**config.mk**
```make
export PLATFORM = sky130hd
export DESIGN_NAME = mem_stream_reader
export DESIGN_NICKNAME = d
export VERILOG_FILES = /design/src/rtl/mem_stream_pkg.sv /design/src/rtl/stream_fifo2.sv /design/src/rtl/mem_stream_reader.sv
export SDC_FILE = /design/constraint.sdc
export NUM_CORES = 1
export LEC_CHECK = 0
export CORE_MARGIN = 1.5
export CORE_UTILIZATION = 40
export DETAILED_ROUTE_END_ITERATION = 6
export PLACE_DENSITY = 0.71
export SETUP_SLACK_MARGIN = 0.4
export SYNTH_ARGS = -nofsm -noshare
export SYNTH_HDL_FRONTEND = slang
export SYNTH_SLANG_ARGS = --single-unit
```
**constraint.sdc**
```tcl
create_clock -name clock -period 4.2 [get_ports clock]
set_clock_uncertainty 0.15 [all_clocks]
set_input_delay 1.05 -clock clock [delete_from_list [all_inputs] [get_ports clock]]
set_output_delay 1.05 -clock clock [all_outputs]
set_load 0.02 [all_outputs]
```
**src/rtl/mem_stream_pkg.sv**
```systemverilog
// Shared definitions for the memory stream reader: FSM encodings, output FIFO
// sizing and the read-credit rule that keeps the FIFO from overflowing.
package mem_stream_pkg;

  localparam logic [1:0] ST_IDLE  = 2'd0;
  localparam logic [1:0] ST_RUN   = 2'd1;
  localparam logic [1:0] ST_DRAIN = 2'd2;
  localparam logic [1:0] ST_DONE  = 2'd3;

  typedef enum logic [1:0] {
    IDLE  = ST_IDLE,
    RUN   = ST_RUN,
    DRAIN = ST_DRAIN,
    DONE  = ST_DONE
  } state_e;

  localparam int FIFO_DEPTH = 2;
  localparam int FIFO_CNT_W = $clog2(FIFO_DEPTH + 1);
  localparam int OCC_W      = FIFO_CNT_W + 1;

  // A read may issue only if every word already owed to the FIFO, minus the
  // one leaving this cycle, still leaves a free slot for the new one.
  function automatic logic credit_ok(input logic [FIFO_CNT_W-1:0] count,
                                     input logic                  in_flight,
                                     input logic                  pop);
    logic [OCC_W-1:0] occ;
    occ = {1'b0, count} + OCC_W'(in_flight) - OCC_W'(pop);
    return occ < OCC_W'(FIFO_DEPTH);
  endfunction

endpackage

```
**src/rtl/stream_fifo2.sv**
```systemverilog
// Two-entry register FIFO; the head register drives the stream directly so the
// output word is stable for as long as it is not popped.
module stream_fifo2
  import mem_stream_pkg::*;
#(
  parameter int W = 9
) (
  input  logic                  clock,
  input  logic                  rst_n,
  input  logic                  push,
  input  logic                  pop,
  input  logic [W-1:0]          wr_data,
  output logic [W-1:0]          rd_data,
  output logic [FIFO_CNT_W-1:0] count,
  output logic                  not_empty
);

  logic [W-1:0]          head_q, head_d;
  logic [W-1:0]          tail_q, tail_d;
  logic [FIFO_CNT_W-1:0] count_q, count_d;

  always_comb begin
    // NOTE: every _d gets its hold value first so no path leaves it unassigned,
    // which would otherwise infer a latch.
    head_d  = head_q;
    tail_d  = tail_q;
    count_d = count_q;
    case ({push, pop})
      2'b10: begin
        if (count_q == '0) head_d = wr_data;
        else               tail_d = wr_data;
        count_d = count_q + FIFO_CNT_W'(1);
      end
      2'b01: begin
        head_d  = tail_q;
        count_d = count_q - FIFO_CNT_W'(1);
      end
      2'b11: begin
        if (count_q == FIFO_CNT_W'(1)) begin
          head_d = wr_data;
        end else begin
          head_d = tail_q;
          tail_d = wr_data;
        end
      end
      default: ;
    endcase
  end

  // NOTE: only two words of storage, so the data registers are reset too; this
  // gives a defined out_data after reset at negligible cost.
  always_ff @(posedge clock or negedge rst_n) begin
    if (!rst_n) begin
      head_q  <= '0;
      tail_q  <= '0;
      count_q <= '0;
    end else begin
      // NOTE: non-blocking assignments so every flop samples pre-edge values.
      head_q  <= head_d;
      tail_q  <= tail_d;
      count_q <= count_d;
    end
  end

  assign rd_data   = head_q;
  assign count     = count_q;
  assign not_empty = (count_q != '0);

endmodule

```
**src/rtl/mem_stream_reader.sv**
```systemverilog
// Sweeps a 1-cycle-latency block RAM from base_addr for length words and
// re-emits them as a valid/ready stream with last, tolerating back-pressure.
module mem_stream_reader
  import mem_stream_pkg::*;
#(
  parameter  int WIDTH  = 8,
  parameter  int DEPTH  = 64,
  localparam int ADDR_W = $clog2(DEPTH),
  localparam int CNT_W  = ADDR_W + 1
) (
  input  logic              clock,
  input  logic              rst_n,
  input  logic              start,
  input  logic [ADDR_W-1:0] base_addr,
  input  logic [CNT_W-1:0]  length,
  output logic              busy,
  output logic              done,
  output logic [ADDR_W-1:0] mem_address,
  output logic              mem_rd,
  input  logic [WIDTH-1:0]  mem_q,
  output logic [WIDTH-1:0]  out_data,
  output logic              out_valid,
  input  logic              out_ready,
  output logic              out_last
);

  state_e            state_q, state_d;
  logic [ADDR_W-1:0] addr_q, addr_d;
  logic [ADDR_W-1:0] mem_address_q, mem_address_d;
  logic [CNT_W-1:0]  len_q, len_d;
  logic [CNT_W-1:0]  issue_cnt_q, issue_cnt_d;
  logic [CNT_W-1:0]  beat_cnt_q, beat_cnt_d;
  logic              rd_pend_q, rd_pend_d;
  logic              rd_last_q, rd_last_d;
  logic              busy_q, busy_d;
  logic              done_q, done_d;

  logic [WIDTH:0]          fifo_rd;
  logic [FIFO_CNT_W-1:0]   fifo_count;
  logic                    fifo_valid;
  logic                    pop;
  logic [CNT_W-1:0]        last_idx;
  logic [ADDR_W-1:0]       addr_next;

  assign pop       = fifo_valid && out_ready;
  assign last_idx  = len_q - CNT_W'(1);
  assign addr_next = (addr_q == ADDR_W'(DEPTH - 1)) ? '0 : addr_q + ADDR_W'(1);

  // Issue decision is same-cycle so a pop frees a slot immediately, which is
  // what sustains one beat per cycle with only two FIFO entries.
  assign mem_rd      = (state_q == RUN) && credit_ok(fifo_count, rd_pend_q, pop);
  assign mem_address = mem_rd ? addr_q : mem_address_q;

  always_comb begin
    state_d       = state_q;
    addr_d        = addr_q;
    mem_address_d = mem_address_q;
    len_d         = len_q;
    issue_cnt_d   = issue_cnt_q;
    beat_cnt_d    = beat_cnt_q;
    rd_pend_d     = mem_rd;
    rd_last_d     = mem_rd && (issue_cnt_q == last_idx);

    if (pop) beat_cnt_d = beat_cnt_q + CNT_W'(1);

    case (state_q)
      IDLE: begin
        if (start) begin
          addr_d      = base_addr;
          len_d       = length;
          issue_cnt_d = '0;
          beat_cnt_d  = '0;
          state_d     = (length == '0) ? DONE : RUN;
        end
      end
      RUN: begin
        if (mem_rd) begin
          mem_address_d = addr_q;
          addr_d        = addr_next;
          issue_cnt_d   = issue_cnt_q + CNT_W'(1);
          if (issue_cnt_q == last_idx) state_d = DRAIN;
        end
      end
      DRAIN: begin
        if (pop && (beat_cnt_q == last_idx)) state_d = DONE;
      end
      DONE: state_d = IDLE;
      default: state_d = IDLE;
    endcase

    busy_d = (state_d != IDLE);
    done_d = (state_d == DONE);
  end

  always_ff @(posedge clock or negedge rst_n) begin
    if (!rst_n) begin
      state_q       <= IDLE;
      addr_q        <= '0;
      mem_address_q <= '0;
      len_q         <= '0;
      issue_cnt_q   <= '0;
      beat_cnt_q    <= '0;
      rd_pend_q     <= 1'b0;
      rd_last_q     <= 1'b0;
      busy_q        <= 1'b0;
      done_q        <= 1'b0;
    end else begin
      state_q       <= state_d;
      addr_q        <= addr_d;
      mem_address_q <= mem_address_d;
      len_q         <= len_d;
      issue_cnt_q   <= issue_cnt_d;
      beat_cnt_q    <= beat_cnt_d;
      rd_pend_q     <= rd_pend_d;
      rd_last_q     <= rd_last_d;
      busy_q        <= busy_d;
      done_q        <= done_d;
    end
  end

  // RAM data lands in the FIFO the cycle after the read regardless of out_ready;
  // the credit check guarantees there is room.
  stream_fifo2 #(
    .W(WIDTH + 1)
  ) u_fifo (
    .clock    (clock),
    .rst_n    (rst_n),
    .push     (rd_pend_q),
    .pop      (pop),
    .wr_data  ({rd_last_q, mem_q}),
    .rd_data  (fifo_rd),
    .count    (fifo_count),
    .not_empty(fifo_valid)
  );

  assign busy      = busy_q;
  assign done      = done_q;
  assign out_valid = fifo_valid;
  assign out_data  = fifo_rd[WIDTH-1:0];
  assign out_last  = fifo_rd[WIDTH] && fifo_valid;

endmodule

```
Yosys cells after proc, flatten, opt, wreduce, memory -nomap -nowiden
Cells that the tools add are included.
{ "op_classes": {"n_addsub": 8, "muxes": 24, "n_reduce_logical": 18, "order_cmp": 1, "n_eq_ne": 16} }
{ "op_table": {"columns": ["operator", "n"], "rows": [
  ["9-bit 2-to-1 mux", 4],
  ["7-bit 2-to-1 mux", 5],
  ["9-bit one-hot mux with 3 select lines", 1],
  ["6-bit 2-to-1 mux", 4],
  ["9-bit one-hot mux with 2 select lines", 1],
  ["7-bit by 1-bit adder with 7-bit output (second input constant)", 2],
  ["7-bit == test", 2],
  ["7-bit one-hot mux with 2 select lines", 1],
  ["6-bit one-hot mux with 2 select lines", 1],
  ["2-bit == test (second input constant)", 5],
  ["2-bit 2-to-1 mux", 5],
  ["2-bit nonzero test", 5],
  ["2-bit inequality test (second input constant)", 4],
  ["2-bit one-hot mux with 4 select lines", 1],
  ["7-bit logical NOT", 1],
  ["7-bit by 1-bit subtractor with 7-bit output (second input constant)", 1],
  ["6-bit by 1-bit adder with 6-bit output (second input constant)", 1],
  ["2-bit by 1-bit == test with 1-bit output (second input constant)", 3],
  ["6-bit == test (second input constant)", 1],
  ["3-bit AND reduction", 2],
  ["1-bit logical AND", 5],
  ["2-bit logical NOT", 2],
  ["2-bit one-hot mux with 2 select lines", 1],
  ["2-bit AND reduction", 2],
  ["other kinds (7)", 7]
]} }
{ "word_totals": {"out_inout_bits": 19, "input_bits": 25, "elab_cells": 80, "register_bits": 59} }

Longest topological paths before layout
{ "depth": {"word_depth": 8, "ltp_mapped": 15, "ltp_nobuf": 14} }

By module
Synthesis repeated with hierarchy kept, for this count alone.
{ "hier_totals": {"hier_cells": 314, "hier_area_um2": 3291.9} }
{ "modules_own_cells": {"columns": ["mod", "cells_per_inst", "n_inst", "seq_area_each_um2", "area_per_inst_um2"], "rows": [
  ["mem_stream_reader", 222, 1, 975.9, 2244.7],
  ["stream_fifo2", 92, 1, 500.5, 1047.3]
]} }

Worst setup path after synthesis
No wires, ideal clock.
{ "synth_timing": {"path_type": "input port to output port", "from": "input out_ready", "to": "output mem_address[0]", "stages": 9, "path_slack_ns": 0.096, "arrival_ns": 2.904, "path_cell_list": "nand2_1 > nor2_1 > o21ai_1 > fa_1 > xnor2_1 > and3_1 > clkbuf_1 > buf_2 > mux2_1"} }
{ "synth_via": {"elab_chain_cells": 5} }
{ "synth_lines": {"columns": ["item", "line", "source"], "rows": [
  ["start, declared", "mem_stream_reader.sv:23", "input logic out_ready,"],
  ["1-bit logical AND", "mem_stream_reader.sv:45", "assign pop = fifo_valid && out_ready;"],
  ["3-bit by 1-bit subtractor with 3-bit output", "mem_stream_pkg.sv:27", "occ = {1'b0, count} + OCC_W'(in_flight) - OCC_W'(pop);"],
  ["3-bit by 2-bit < comparator with 1-bit output", "mem_stream_pkg.sv:28", "return occ < OCC_W'(FIFO_DEPTH);"],
  ["1-bit logical AND", "mem_stream_reader.sv:51", "assign mem_rd = (state_q == RUN) && credit_ok(fifo_count, rd_pend_q, pop);"],
  ["via mem_rd", "mem_stream_reader.sv:19", "output logic mem_rd,"],
  ["6-bit 2-to-1 mux", null, null],
  ["end, declared", "mem_stream_reader.sv:18", "output logic [ADDR_W-1:0] mem_address,"]
]} }
The timed path passes the listed nets, and every way through them passes these cells.

Worst setup path after layout
{ "layout_timing": {"from": "input out_ready", "to": "output mem_address[4]"} }
{ "layout_via": {"elab_chain_cells": 5} }
{ "layout_lines": {"columns": ["item", "line"], "rows": [
  ["1-bit logical AND", "mem_stream_reader.sv:45"],
  ["3-bit by 1-bit subtractor with 3-bit output", "mem_stream_pkg.sv:27"],
  ["3-bit by 2-bit < comparator with 1-bit output", "mem_stream_pkg.sv:28"],
  ["1-bit logical AND", "mem_stream_reader.sv:51"],
  ["6-bit 2-to-1 mux", null]
]} }
Every way passes these cells.

==> out/metrics.cfg <==
[critical_path]
cp_slowest_cell=fa_2
cp.arrival_ns=2.69
setup.worst_path.end_class=output port
cp_slowest_stage_delay_ns=0.53
crit_fanout=6
start_kind=input port
path_buf_inv=4
path_class=input port to output port
path_cells=buf_8, nand2_8, inv_6, nor2_4, o21ai_2, fa_2, and3_4, buf_12, mux2_4, buf_6
crit_family=adder cells
worst_ep_required_time_ns=3.00

[synthesis]
yosys_warnings=0
ys.flop_type=dfrtp_1
synth_seq_cells=59
synthAdderAreaFrac=0.0377
synthesis.nets=342
synth_compound_area_frac=0.0977
synthSimpleGateAreaFrac=0.168
synth-xor-area-share=0.0848
synth-seq-area-share=0.463
synth_top_family_by_area=simple AND/OR/NAND/NOR gates
yosysUniqueCellTypes=43
synth_mux_area_frac=0.0989
synth_edf_count=0
synth_cells=308
async_flop_share=1.00
synth.avg_cell_area_um2=10.4
synth_area_mm2=0.00319

[power]
clkPwrFrac=0.144
irDropWorstVdd_uv=616
switching_share=0.390
pwr-share-seq=0.285
p_int_w=0.00233
p_leak_nw=1.75
p_comb_frac=0.571
powerDensity_mw_per_mm2=933
power.switching_w=0.00149

[sta]
maxSlewHeadroom=0.294
setup_slack_ns=0.314
setup_violations=0
worst_pin_slew_ns=1.06
tns_ns=0
drv_slew=0
max_clock_freq_mhz=257
period_minus_slack_ns=3.89
hold_viol_final=0
rsz0062_at_grt=true
layout_worst_path_cycle_share=0.925

[clock_network]
clkSlewWorstSetupHoldPaths_ns=0.06
cts.sinks=59
numCtsBuffers=9
clkLatencyLatePin_ns=0.33
cts-root-buf=clkbuf_8
htreeDepth=3
cts_tree=yes
cts_buffer_depth=2

[detailed_routing]
drc=0
drt.antenna.violating_nets=0
via_per_inst=5.13
first_pass_iters=5
wire_per_inst_um=14.1
drtIter0Drc=87
drt_wl_total_um=6530
vias=2379

[floorplan]
core_mm2=0.00773
dieArea_mm2=0.00851
chipHeight_um=92.3
die_x_um=92.3
initial_core_util=0.413
ios=44
row_count=32

[hold_path]
hp-class=flip-flop to flip-flop

[status]
status=completed

[global_routing]
antenna_found_initial=0
grt_pass1_wl_um=11200
gr-usage-all-layers=0.169
grt_pass1_vias=2357
grt_start_max_net_pins=49
grt_overflow=0

[placement]
gp_congestion=0.834
io_buffers=43
place_ws_ns=-0.646
post-dp-hpwl_um=4600
dp.cells=442

[cells_and_area]
mostFrequentLayoutCell=dfrtp_1
layout_common_cells=dfrtp_1 (59), clkdlybuf4s50_1 (34), nand2_1 (27), nor2_1 (19)
diodes=0
fin_cells=464
syn_to_final_growth_pct=28.3
nets=391
post_route_cells_drive_above_1_share=0.199

[flow_run]
cap_violations=0

[worst register-to-register path: stages (launching register included)]
cell and delay (ns):
dfrtp_1 0.38, inv_1 0.12, ha_4 0.17, inv_2 0.06, nand2_8 0.09, inv_6 0.04, nor2_4 0.07, o21ai_2 0.06
fa_2 0.53, and3_4 0.20, buf_4 0.13, buf_16 0.12, buf_4 0.12, buf_4 0.15, and3_1 0.19, nand4_1 0.16
xor2_1 0.19, nor2_1 0.05
[cell usage after synthesis, drive strengths merged, types with 2 or more instances]
cell    instances  area (um2)
dfrtp          59        1480
mux2           28         315
nand2          28         105
nor2           21        78.8
o21ai          20         100
xnor2          16         148
buf            14         103
xor2           14         123
a21oi          11        55.1
a22oi          11        82.6
nand3           9        45.0
clkbuf          8        30.0
ha              8         100
inv             7        26.3
nor3            7        50.1
nand2b          6        37.5
nor4            6        37.5
nand4           5        31.3
nor3b           5        37.5
a221o           3        30.0
and3            3        18.8
nor2b           3        18.8
or3             3        28.8
a31oi           2        12.5
or2             2        12.5
[cells by family (layout without fill, tap and decap cells)]
kind of cell             Yosys count  in the layout
AND/OR/NAND/NOR                  102            102
XOR/XNOR                          30             30
buffers and inverters             29             83
multiplexers                      28             28
flip-flops                        59             59
AO/OA/AOI/OAI                     51             51
adder cells (fa/ha/maj)            9              9
[path summary, 6_finish.rpt]
| path | endpoint | slack, ns | start | depth (start not counted) |
|---|---|---|---|---|
| min | u_fifo.rd_data[5] | 0.33 | u_fifo.rd_data[5] | 2 |
| max reg2reg | issue_cnt_q[6] | 1.11 | u_fifo.count[1] | 17 |
| min in group asynchronous | u_fifo.tail_q[7] | 0.76 | rst_n | 1 |
| max in group asynchronous | issue_cnt_q[1] | 2.37 | rst_n | 2 |
| max | mem_address[4] | 0.31 | out_ready | 10 |
| min reg2reg | u_fifo.rd_data[5] | 0.33 | u_fifo.rd_data[5] | 2 |
[power groups by stage]
stage | clock [W] | sequential [W] | combinational, W
2_1_floorplan | 0 | 0.000996 | 0.00150
4_1_cts | 0.000567 | 0.00108 | 0.00216
3_5_place_dp | 0 | 0.00109 | 0.00193
5_1_grt | 0.000590 | 0.00113 | 0.00237
6_report | 0.000550 | 0.00109 | 0.00218
3_3_place_gp | 0 | 0.00108 | 0.00188
[through the flow]
step	total power [W]	hold WS, ns	cell area [um2]	util
final	0.00381	0.333	4090	0.529
after global routing	0.00409	0.358	4090	0.529
after CTS	0.00381	0.340	4060	0.526
after detailed placement	0.00302	0.324	3760	0.487
after global placement	0.00296	0.315	3760	0.487
after floorplan	0.00250	0.298	3250	-
[final cells by class]
cell class | instances | area, um2
clock inverters | 6 | 80.1
flip-flops and latches | 59 | 1480
inverters | 7 | 31.3
multi-input cells | 220 | 1640
repair buffers | 60 | 603
fillers | 690 | 3640
well taps | 102 | 128
clock buffers | 10 | 128
[sequential cells by signal (all words and copies together), names as in the netlist]
register and flops:
u_fifo.rd_data 9, addr_q 6, mem_address_q 6, u_fifo.tail_q 9, rd_last_q 1, u_fifo.count 2, issue_cnt_q 7, busy 1
beat_cnt_q 7, rd_pend_q 1, state_q 2, len_q 7, done 1
[per-layer routing]
layer,wire length (um),global-route usage,up-vias
met3,275,0.0456,5
li1,-,-,1170
met2,3120,0.267,48
met4,76,0.0628,0
met1,3050,0.222,1156
met5,0,0,-
[what timing repair did]
item,4_1_cts,5_1_grt
hold buffers,0,0
gates resized for setup,54,5
endpoints found under the setup margin,7,7
setup buffers,3,2
gates cloned,1,0
pin swaps,3,2
No activity file was read; power rests on OpenSTA's default activity.
